`config.mk`:
```
export PLATFORM = sky130hd
export DESIGN_NAME = oam_bus_arbiter
export DESIGN_NICKNAME = d
export VERILOG_FILES = /design/src/rtl/oam_bus_arbiter.sv
export SDC_FILE = /design/constraint.sdc
export NUM_CORES = 1
export LEC_CHECK = 0
export ABC_AREA = 1
export ABC_CLOCK_PERIOD_IN_PS = 3000
export CAP_MARGIN = 20
export CORE_MARGIN = 4
export CORE_UTILIZATION = 45
export CTS_BUF_LIST = sky130_fd_sc_hd__clkbuf_8
export CTS_CLUSTER_DIAMETER = 30
export DETAILED_ROUTE_END_ITERATION = 10
export HOLD_SLACK_MARGIN = 0.12
export PLACE_DENSITY_LB_ADDON = 0.3
export SLEW_MARGIN = 20
export SYNTH_ARGS = -nofsm -noshare
export SYNTH_HDL_FRONTEND = slang
export SYNTH_SLANG_ARGS = --single-unit
```
`constraint.sdc`:
```
create_clock -name clk1 -period 3 [get_ports clk1]
set_input_delay 0.45 -clock clk1 [delete_from_list [all_inputs] [get_ports clk1]]
set_output_delay 0.45 -clock clk1 [all_outputs]
set_load 0.02 [all_outputs]
```
`src/rtl/oam_bus_arbiter.sv`:
```
`default_nettype none
// ============================================================================
// Module   : oam_bus_arbiter
// Purpose  : Sequencer/arbiter for the single 160-byte OAM port. Grants one
//            one-clock access at a time to the DMA engine, PPU sprite
//            scanner (two accesses: Y then X), PPU sprite fetcher and CPU,
//            with fixed priority dma > rend > scan > cpu. Drives registered
//            OAM address/strobes/write data, captures read data and returns
//            a one-cycle acknowledge to the winner.
// Ports    : clk1, nreset6 (async, active-low)
//            dma_run/dma_req/dma_idx/dma_d -> dma_ack
//            scan_req/scan_idx            -> scan_q{X,Y}, scan_ack
//            rend_req/rend_a              -> rend_q, rend_ack
//            cpu_req/cpu_wr/cpu_a/cpu_d   -> cpu_q, cpu_ack
//            oam_a/oam_do/oam_oe/oam_we, oam_di (RAM macro side)
//            grant {cpu,rend,scan,dma} one-hot, oam_bug
// Config   : define OAM_BUG_EN to build the OAM-corruption flag (oam_bug);
//            otherwise oam_bug is tied low.
// Revision : 1.0  initial release
// ============================================================================
module oam_bus_arbiter (
    input  logic        clk1,
    input  logic        nreset6,
    input  logic        dma_run,
    input  logic        dma_req,
    input  logic [7:0]  dma_idx,
    input  logic [7:0]  dma_d,
    output logic        dma_ack,
    input  logic        scan_req,
    input  logic [5:0]  scan_idx,
    output logic [15:0] scan_q,
    output logic        scan_ack,
    input  logic        rend_req,
    input  logic [7:0]  rend_a,
    output logic [7:0]  rend_q,
    output logic        rend_ack,
    input  logic        cpu_req,
    input  logic        cpu_wr,
    input  logic [7:0]  cpu_a,
    input  logic [7:0]  cpu_d,
    output logic [7:0]  cpu_q,
    output logic        cpu_ack,
    output logic [7:0]  oam_a,
    output logic [7:0]  oam_do,
    input  logic [7:0]  oam_di,
    output logic        oam_oe,
    output logic        oam_we,
    output logic [3:0]  grant,
    output logic        oam_bug
);

    localparam logic [7:0] OAM_SIZE    = 8'd160;
    localparam logic [5:0] LAST_SPRITE = 6'd39;
    localparam logic [7:0] DMA_LOCK_Q  = 8'hFF;
    localparam logic [7:0] OOB_Q       = 8'h00;

    typedef enum logic [2:0] {
        S_IDLE   = 3'd0,
        S_DMA    = 3'd1,
        S_SCAN_Y = 3'd2,
        S_SCAN_X = 3'd3,
        S_REND   = 3'd4,
        S_CPU    = 3'd5
    } state_t;

    state_t      state;
    state_t      next_state;
    logic [3:0]  owner;       // requester finishing this cycle
    logic [3:0]  req_vec;     // requests eligible for the next grant
    logic [3:0]  grant_next;

    logic [5:0]  scan_idx_lat;
    logic        scan_valid;
    logic [7:0]  scan_y;
    logic        cpu_wr_lat;
    logic        cpu_blocked;
    logic        cpu_oob;

    // Arbitration. The requester whose access ends at this edge is masked:
    // it still holds its level request until it sees the ack, so only a
    // request still high at the ack edge counts as a new one.
    always_comb begin
        owner = 4'b0000;
        case (state)
            S_DMA:    owner = 4'b0001;
            S_SCAN_X: owner = 4'b0010;
            S_REND:   owner = 4'b0100;
            S_CPU:    owner = 4'b1000;
            default:  owner = 4'b0000;
        endcase

        req_vec = {cpu_req, rend_req, scan_req, dma_req} & ~owner;

        next_state = S_IDLE;
        if (state == S_SCAN_Y)
            next_state = S_SCAN_X;      // scan is an indivisible pair
        else if (req_vec[0])
            next_state = S_DMA;
        else if (req_vec[2])
            next_state = S_REND;
        else if (req_vec[1])
            next_state = S_SCAN_Y;
        else if (req_vec[3])
            next_state = S_CPU;

        grant_next = 4'b0000;
        case (next_state)
            S_DMA:    grant_next = 4'b0001;
            S_SCAN_Y,
            S_SCAN_X: grant_next = 4'b0010;
            S_REND:   grant_next = 4'b0100;
            S_CPU:    grant_next = 4'b1000;
            default:  grant_next = 4'b0000;
        endcase
    end

    always_ff @(posedge clk1 or negedge nreset6) begin
        if (!nreset6) begin
            state        <= S_IDLE;
            grant        <= 4'b0000;
            oam_a        <= 8'h00;
            oam_do       <= 8'h00;
            oam_oe       <= 1'b0;
            oam_we       <= 1'b0;
            dma_ack      <= 1'b0;
            scan_q       <= 16'h0000;
            scan_ack     <= 1'b0;
            rend_q       <= 8'h00;
            rend_ack     <= 1'b0;
            cpu_q        <= 8'h00;
            cpu_ack      <= 1'b0;
            scan_idx_lat <= 6'd0;
            scan_valid   <= 1'b0;
            scan_y       <= 8'h00;
            cpu_wr_lat   <= 1'b0;
            cpu_blocked  <= 1'b0;
            cpu_oob      <= 1'b0;
        end else begin
            state    <= next_state;
            grant    <= grant_next;
            oam_oe   <= 1'b0;
            oam_we   <= 1'b0;
            dma_ack  <= 1'b0;
            scan_ack <= 1'b0;
            rend_ack <= 1'b0;
            cpu_ack  <= 1'b0;

            // Completion of the access that occupied the bus this cycle.
            case (state)
                S_DMA: dma_ack <= 1'b1;
                S_SCAN_Y: scan_y <= scan_valid ? oam_di : 8'h00;
                S_SCAN_X: begin
                    scan_q   <= scan_valid ? {oam_di, scan_y} : 16'h0000;
                    scan_ack <= 1'b1;
                end
                S_REND: begin
                    rend_q   <= oam_di;
                    rend_ack <= 1'b1;
                end
                S_CPU: begin
                    if (!cpu_wr_lat) begin
                        if (cpu_blocked)
                            cpu_q <= DMA_LOCK_Q;
                        else if (cpu_oob)
                            cpu_q <= OOB_Q;
                        else
                            cpu_q <= oam_di;
                    end
                    cpu_ack <= 1'b1;
                end
                default: ;
            endcase

            // Set-up of the access granted for the next cycle.
            case (next_state)
                S_DMA: begin
                    oam_a  <= dma_idx;
                    oam_do <= dma_d;
                    oam_we <= (dma_idx < OAM_SIZE);
                end
                S_SCAN_Y: begin
                    scan_idx_lat <= scan_idx;
                    scan_valid   <= (scan_idx <= LAST_SPRITE);
                    if (scan_idx <= LAST_SPRITE) begin
                        oam_a  <= {scan_idx, 2'b00};
                        oam_oe <= 1'b1;
                    end
                end
                S_SCAN_X: begin
                    if (scan_valid) begin
                        oam_a  <= {scan_idx_lat, 2'b01};
                        oam_oe <= 1'b1;
                    end
                end
                S_REND: begin
                    oam_a  <= rend_a;
                    oam_oe <= 1'b1;
                end
                S_CPU: begin
                    // Lockout/range decisions are frozen at grant so a
                    // dma_run edge mid-access cannot alter it.
                    cpu_wr_lat  <= cpu_wr;
                    cpu_blocked <= dma_run;
                    cpu_oob     <= (cpu_a >= OAM_SIZE);
                    if (!dma_run && (cpu_a < OAM_SIZE)) begin
                        oam_a <= cpu_a;
                        if (cpu_wr) begin
                            oam_do <= cpu_d;
                            oam_we <= 1'b1;
                        end else begin
                            oam_oe <= 1'b1;
                        end
                    end
                end
                default: ;
            endcase
        end
    end

`ifdef OAM_BUG_EN
    // A CPU grant while the scanner is active, or right after its last
    // read, is the DMG OAM-corruption window.
    always_ff @(posedge clk1 or negedge nreset6) begin
        if (!nreset6)
            oam_bug <= 1'b0;
        else
            oam_bug <= (next_state == S_CPU) && (scan_req || (state == S_SCAN_X));
    end
`else
    assign oam_bug = 1'b0;
`endif

endmodule
`default_nettype wire

```
Word level (Yosys, flattened, before mapping)
Index checks and enable logic that the tools add are counted.
{ "word_totals": {"reg_bits": 79, "input_bits": 62, "out_inout_bits": 59, "elab_cells": 78} }
{ "classes": {"magnitude_cmp": 4, "n_eq_ne": 14, "muxes": 30, "bitwise_logic": 3, "n_reduce_logical": 8} }
{ "op_table": {"columns": ["cell", "count"], "rows": [
  ["$mux W8", 8],
  ["$pmux W8 S5", 1],
  ["$pmux W4 S4", 2],
  ["$lt A8 B8 Y1 const B", 2],
  ["$mux W16", 1],
  ["$pmux W8 S2", 1],
  ["$mux W3", 5],
  ["$eq A3 B2 Y1 const B", 4],
  ["$eq A3 B3 Y1 const B", 4],
  ["$mux W1", 10],
  ["$ge A8 B8 Y1 const B", 1],
  ["$ne A2 B2 Y1 const B", 4],
  ["$eq A3 B1 Y1 const B", 2],
  ["$le A6 B6 Y1 const B", 1],
  ["$reduce_bool A5 Y1", 1],
  ["$and A4 B4 Y4", 1],
  ["$not A4 Y4", 1],
  ["$pmux W1 S4", 1],
  ["$reduce_and A4 Y1", 1],
  ["$reduce_and A3 Y1", 1],
  ["$pmux W1 S2", 1],
  ["$reduce_and A2 Y1", 1],
  ["$reduce_bool A2 Y1", 1],
  ["$reduce_or A2 Y1", 1],
  ["other kinds (3)", 3]
]} }

Depth between registers and ports, before layout
Gate-level depths: netlist of the first run.
{ "depth": {"word_depth": 12, "mapped_depth": 14, "mapped_depth_nobuf": 12} }

Worst setup path after synthesis of the first run
No wires, ideal clock.
{ "synth_timing": {"kind": "register -> register", "from": "register state[2]", "to": "register oam_do[4]", "setup_ns": 0.118, "arrival_ns": 1.681, "slack_ns": 1.202, "path_stages_with_launch": 14, "path_buffers": 3, "synth_period_minus_slack_ns": 1.798, "cell_sequence": "dfrtp_1 -> buf_6 -> nor3_4 -> inv_4 -> nand2_8 -> inv_4 -> nand2_4 -> buf_6 -> nand3_4 -> buf_6 -> nand2_1 -> nand2_1 -> nand3_1 -> nand2_1"} }
{ "synth_via": {"elab_chain_len": 12} }
{ "synth_lines": {"columns": ["element", "line_no", "text"], "rows": [
  ["from (decl)", "66", "state_t state;"],
  ["from (signal assigned)", "139", "state <= next_state;"],
  ["$eq A3 B3 Y1 (tied with other cells)", "84", "case (state)"],
  ["$pmux W4 S4", "84", null],
  ["$not A4 Y4", "92", "req_vec = {cpu_req, rend_req, scan_req, dma_req} & ~owner;"],
  ["$and A4 B4 Y4", "92", null],
  ["$mux W3", "103", "else if (req_vec[3])"],
  ["$mux W3", "101", "else if (req_vec[1])"],
  ["$mux W3", "99", "else if (req_vec[2])"],
  ["$mux W3", "97", "else if (req_vec[0])"],
  ["$mux W3 (*)", "95", "if (state == S_SCAN_Y)"],
  ["$eq A3 B3 Y1 / $eq A3 B1 Y1 (equally long branches)", "175", "case (next_state)"],
  ["$ne A2 B2 Y1 (no source line) / $reduce_bool A2 Y1 (equally long branches)", null, null],
  ["$reduce_and A3 Y1 (no source line)", null, null],
  ["to (signal assigned)", "178", "oam_do <= dma_d;"],
  ["to (signal assigned)", "208", "oam_do <= cpu_d;"],
  ["to (decl)", "44", "output logic [7:0] oam_do,"]
]} }
Every way passes the cells marked *; elsewhere a longest branch is shown, timed or not.
A chain may end at the register's enable or synchronous reset.

Worst setup path in the final report of the first run
{ "layout_timing": {"from": "register state[2]", "to": "register oam_a[5]"} }
{ "layout_via": {"elab_chain_len": 12} }
{ "layout_lines": {"columns": ["element", "line_no", "text"], "rows": [
  ["$eq A3 B3 Y1 (tied with other cells)", "84", null],
  ["$pmux W4 S4", "84", null],
  ["$not A4 Y4", "92", null],
  ["$and A4 B4 Y4", "92", null],
  ["$mux W3", "103", null],
  ["$mux W3", "101", null],
  ["$mux W3", "99", null],
  ["$mux W3", "97", null],
  ["$mux W3 (*)", "95", null],
  ["$eq A3 B3 Y1 (tied with other cells)", "175", null],
  ["$reduce_bool A5 Y1 (no source line) / $ne A2 B2 Y1 (equally long branches)", null, null],
  ["$reduce_and A4 Y1 (no source line)", null, null],
  ["to (signal assigned)", "177", "oam_a <= dma_idx;"],
  ["to (signal assigned)", "185", "oam_a <= {scan_idx, 2'b00};"],
  ["to (signal assigned)", "191", "oam_a <= {scan_idx_lat, 2'b01};"],
  ["to (decl)", "43", "output logic [7:0] oam_a,"]
]} }
Marks and branches as above.

==> metrics.cfg, run 1 <==
[routing]
firstDrtPassIters=4
dr_total_vias=3244
drt_wl_total_mm=9.24
wire_per_inst_um=14.4
ant_nets=0
drt_iter0_markers=139
via_per_inst=5.05
drcViolationCount=0

[global_route]
grtUsageTotal=0.197
grt_overflow_total=0
grt_max_degree=80
grt_pass1_vias=3202
antenna_found_initial=0
grt_pass1_wl_mm=15.2

[final_layout]
drive_gt1_frac=0.0887
seq_area_sq_um=1980
nets=598
n_antenna_cell=0
fillers=674
area_growth_pct=39.0
multi_input_area_sq_um=1460

[place]
dp_hpwl_mm=7.02
place.gp.congestion=0.889
port_buffers=119

[setup_path]
required_ns=3.24
reg2reg_slack_ns=0.59
r2r-start=state[2]
start_kind=register
critPathMaxFanout=22
reg2regPathDepth=10
cp_cell_sequence=nor3_4 -> inv_4 -> nand2_8 -> inv_4 -> nand2_4 -> nand4_4 -> nand3_4 -> inv_2 -> nand2_1 -> nand2_1
cp-startpoint=state[2]
worst_path_largest_cell_delay_ns=0.57
cp.arrival_ns=2.66
slowest_stage=dfrtp_1
cp-end-kind=register
crit_buf_inv=3
critical_path.top_delay_family=simple AND/OR/NAND/NOR gates
reg2reg_to=oam_a[5]
critical_path_class=register to register

[die]
coreArea_sq_um=7810
start_util=0.467
num_rows=32
die-height_um=98.0
die_w_um=98.0
die_area_sq_um=9610
ios=121

[pwr]
leakage_nw=2.40
power_frac_comb=0.477
p_per_area_nw_per_um2=985
power_mw=5.00
seqPwrFrac=0.367
p_sw_frac=0.415
max-vdd-ir-drop_v=0.000435
power_frac_clock=0.156
p_int_mw=2.92
power.switching_mw=2.07

[sta]
period_minus_slack_ns=2.41
post-route-period-util=0.805
finalHoldViolCount=0
slew_headroom=0.362
fin_tns_setup_ns=0
slew_violations=0
clock.fmax_mhz=414
setup_violations=0
skew_ns=0.00583
tightest_slew_ns=0.957
rsz0062_at_grt=no

[cts]
htreeDepth=3
path_clk_slew_ns=0.08
clk_latency_ns=0.35
tritoncts=yes
postCtsHoldBufs=0
root_buffer=clkbuf_8
post_cts_buffers=0
cts_resized=0
cts_buffers=9
clkSinkCount=79
clock_path_buffers=2

[yosys]
yosys-top-cells-count=nand2_1, dfrtp_1, nand3_1
synth_cells=421
yosys_most_used_dff=dfrtp_1
synth_edf_count=0
yosysTopAreaCellShare=0.542
syn-num-nets=483
yosysTopAreaCell=dfrtp_1
syn_avg_cell_area_sq_um=8.66
synthTopCellsByArea=dfrtp_1, nand2_1, nand3_1
synth_cell_types=30
synth_most_common_cell=nand2_1
synth-seq-cells=79
syn_area_sq_um=3650
ys_warn_count=0
yosysSeqAreaShare=0.542
synthArstFlopShare=1.00

[min_path]
hp-class=input pin to asynchronous set/reset pin

[flow_run]
maxCapViolations=0

[outcome]
status=finished, final reports clean

==> area by class of cell <==
class	instances	area share
clock buffer	10	0.0271
clock inverter	6	0.0118
inverter	25	0.0200
multi-input combinational	300	0.289
sequential	79	0.390
tap	102	0.0252
timing repair buffer	121	0.237
==> kinds of logic (layout without fill, tap and decap cells) <==
kind of cell	Yosys count	in the layout	synth area share
compound gates	50	50	0.0707
buf+inv	42	162	0.0566
flops	79	79	0.542
other cells	1	1	0.00103
simple gates	249	249	0.330
==> sequential cells by signal, summed over array words and instances, names as in the netlist, 3 cells and up <==
signal        cells
scan_q           16
cpu_q             8
oam_a             8
oam_do            8
rend_q            8
scan_y            8
scan_idx_lat      6
grant             4
state             3
==> routing by layer <==
| layer | part of all wire | up-vias | track usage |
|---|---|---|---|
| li1 | - | 1608 | - |
| met1 | 0.44 | 1527 | 0.261 |
| met2 | 0.49 | 98 | 0.325 |
| met3 | 0.059 | 11 | 0.0357 |
| met4 | 0.014 | 0 | 0.0735 |
| met5 | 0 | - | 0 |
==> worst reg2reg max path: cells and delay by family (launching register included) <==
| family | cells | cell delay [ns] |
|---|---|---|
| and+or+nand+nor | 7 | 1.40 |
| DFF | 1 | 0.57 |
| buffers and inverters | 3 | 0.35 |
==> how the worst max path moves through the flow <==
stage	slack, ns	depth (start not counted)	to
floorplan	1.20	13	oam_do[4]
global placement	0.69	10	oam_a[5]
detailed placement	0.60	10	oam_a[5]
CTS	0.59	10	oam_a[5]
global route	0.36	10	oam_a[3]
finish	0.59	10	oam_a[5]
==> cells in the final DEF, fill, tap and decap left out, types with 3 or more instances in the layout <==
master           synthesis  routed
clkbuf_8                 0      10
nand2_4                  3       3
a21oi_1                 25      25
buf_4                    2       3
nor2_1                  23      23
nand2_2                  7       7
nand3_1                 30      30
inv_2                    3       3
inv_1                   18      18
clkdlybuf4s50_1          0     118
nand2_1                152     152
dfrtp_1                 79      79
inv_4                    3       3
nand4_1                 22      22
clkinv_2                 0       3
o21ai_0                 23      23
==> power by group through the flow <==
| stage | clock, mW | combinational, mW | sequential, mW |
|---|---|---|---|
| floorplan | 0 | 1.10 | 2.15 |
| global placement | 0 | 2.36 | 1.84 |
| detailed placement | 0 | 2.40 | 1.85 |
| CTS | 0.796 | 2.41 | 1.83 |
| global route | 0.842 | 2.62 | 1.89 |
| finish | 0.781 | 2.38 | 1.83 |
==> metrics by stage <==
step                worst slack, ns  std cells  hold WS (ns)   util  area [sq um]
floorplan                      1.20        421         0.154      -          3650
global placement              0.687        627         0.456  0.624          4870
detailed placement            0.598        627         0.462  0.624          4870
CTS                           0.594        643         0.282  0.650          5070
global route                  0.357        643         0.345  0.650          5070
finish                        0.586        643         0.249  0.650          5070
Note: power is estimated with default switching activity, not from simulation.
==> inputs of run 2 (changes only) <==
--- a/config.mk
+++ b/config.mk
@@ -6,7 +6,7 @@
 export NUM_CORES = 1
 export LEC_CHECK = 0
 export ABC_AREA = 1
-export ABC_CLOCK_PERIOD_IN_PS = 3000
+export ABC_CLOCK_PERIOD_IN_PS = 2500
 export CAP_MARGIN = 20
 export CORE_MARGIN = 4
 export CORE_UTILIZATION = 45
==> constraint.sdc (replaced) <==
create_clock -name clk1 -period 2.5 [get_ports clk1]
set_input_delay 0.375 -clock clk1 [delete_from_list [all_inputs] [get_ports clk1]]
set_output_delay 0.375 -clock clk1 [all_outputs]
set_load 0.02 [all_outputs]
==> run 2 against run 1 <==
Effect of this change: final cell count is 0.47% higher; sequential share of layout area down 0.25 points; design area up 0.64%; clock power up 24%; clock skew grew 0.0062 ns; setup slack got worse by 0.33 ns; sequential power up 20%; sequential cell count unchanged; critical path depth grew 1; combinational power rose by 22%; global-route usage grew 0.93 points.
==> metrics.cfg, run 2 (synthesis results as in run 1) <==
[pwr]
p_per_area_nw_per_um2=1190
leakage_nw=2.42
max-vdd-ir-drop_v=0.000554
power_mw=6.07

[global_route]
grtUsageTotal=0.207
grt_pass1_wl_mm=15.8
grt_pass1_vias=3259
grt_max_degree=80
grt_overflow_total=0
antenna_found_initial=0

[routing]
firstDrtPassIters=5
drt_wl_total_mm=9.53
dr_total_vias=3296
ant_nets=0
drcViolationCount=0
via_per_inst=5.10
wire_per_inst_um=14.7
drt_iter0_markers=157

[final_layout]
nets=601
drive_gt1_frac=0.0938
layout_common_cells=nand2_1, clkdlybuf4s50_1, dfrtp_1
n_antenna_cell=0
fin_cells=646
finish.utilization=0.654
top_register=scan_q
area_growth_pct=39.9
final_common_cell=nand2_1
largest_reg_flops=16

[die]
die-height_um=98.0
num_rows=32
die_w_um=98.0
die_area_sq_um=9610
start_util=0.467
ios=121
coreArea_sq_um=7810

[sta]
clock.fmax_mhz=445
post-route-period-util=0.899
skew_ns=0.0121
fin_tns_setup_ns=0
period_minus_slack_ns=2.25
slew_violations=0
finalHoldViolCount=0
tightest_slew_ns=0.967
rsz0062_at_grt=no
setup_violations=0
slew_headroom=0.356

[setup_path]
cp-end-kind=register
reg2reg_slack_ns=0.25
cp.arrival_ns=2.49
r2r-start=state[2]
reg2regPathDepth=11
reg2reg_to=oam_a[4]
critPathMaxFanout=28
critical_path_class=register to register
worstSetupEndpoint=oam_a[4]
cp-startpoint=state[2]
start_kind=register
required_ns=2.74

[min_path]
hp-class=input pin to asynchronous set/reset pin

[cts]
clock_path_buffers=2
htreeDepth=3
tritoncts=yes
cts_buffers=9
path_clk_slew_ns=0.08
postCtsHoldBufs=0
clkSinkCount=79
post_cts_buffers=0
cts_resized=0
clk_latency_ns=0.35
root_buffer=clkbuf_8

[outcome]
status=finished, final reports clean

[flow_run]
maxCapViolations=0

[place]
place_inst=630
place.gp.congestion=0.888
port_buffers=119
dp_hpwl_mm=7.21

-- run 2: changes by cell type in the layout (fill, tap and decap cells not counted) --
cell,before,now
buf_4,3,6
clkinv_4,0,1
clkinv_2,3,2
clkinvlp_4,2,1
clkbuf_8,10,11
-- run 2: how the worst min path moves through the flow --
stage | from | end | slack, ns
6_report | nreset6 | cpu_q[5] | 0.16
4_1_cts | nreset6 | cpu_q[5] | 0.21
3_3_place_gp | oam_do[6] | oam_do[6] | 0.45
2_1_floorplan | nreset6 | cpu_ack | 0.08
5_1_grt | nreset6 | cpu_q[5] | 0.25
3_5_place_dp | cpu_wr_lat | cpu_wr_lat | 0.46
-- run 2: routing by layer --
layer / vias up / GRT usage / wire (um)
li1: 1610 / - / -
met1: 1572 / 0.276 / 4240
met2: 99 / 0.333 / 4650
met3: 15 / 0.0407 / 462
met4: 0 / 0.0809 / 176
met5: - / 0 / 0
-- run 2: stage by stage --
step	setup WS, ns	hold slack [ns]	area, sq um
2_1_floorplan	0.702	0.0794	3650
3_3_place_gp	0.357	0.454	4900
3_5_place_dp	0.254	0.459	4900
4_1_cts	0.253	0.208	5100
5_1_grt	0.0199	0.246	5100
6_report	0.252	0.156	5100
-- run 2: worst max-delay path: stages, from the launching register on --
cell and delay (ns):
dfrtp_1 0.67, inv_1 0.08, nand3_1 0.11, nand2_2 0.14, nand3_2 0.13, nand2_2 0.08
inv_4 0.26, nand4_4 0.26, nand3_4 0.18, inv_2 0.09, nand2_1 0.08, nand2_1 0.05
-- run 2: area by class of cell --
| type | instances | area, sq um |
|---|---|---|
| Sequential cell | 79 | 1980 |
| Timing Repair Buffer | 124 | 1230 |
| Tap cell | 102 | 128 |
| Multi-Input combinational cell | 300 | 1460 |
| Fill cell | 671 | 2700 |
| Clock buffer | 11 | 151 |
| Inverter | 25 | 101 |
| Clock inverter | 5 | 56.3 |
-- run 2: power by group --
group	leakage (nW)	switching, mW	internal, mW
logic	1.34	1.69	1.22
registers	0.977	0.371	1.82
clock network	0.105	0.457	0.514
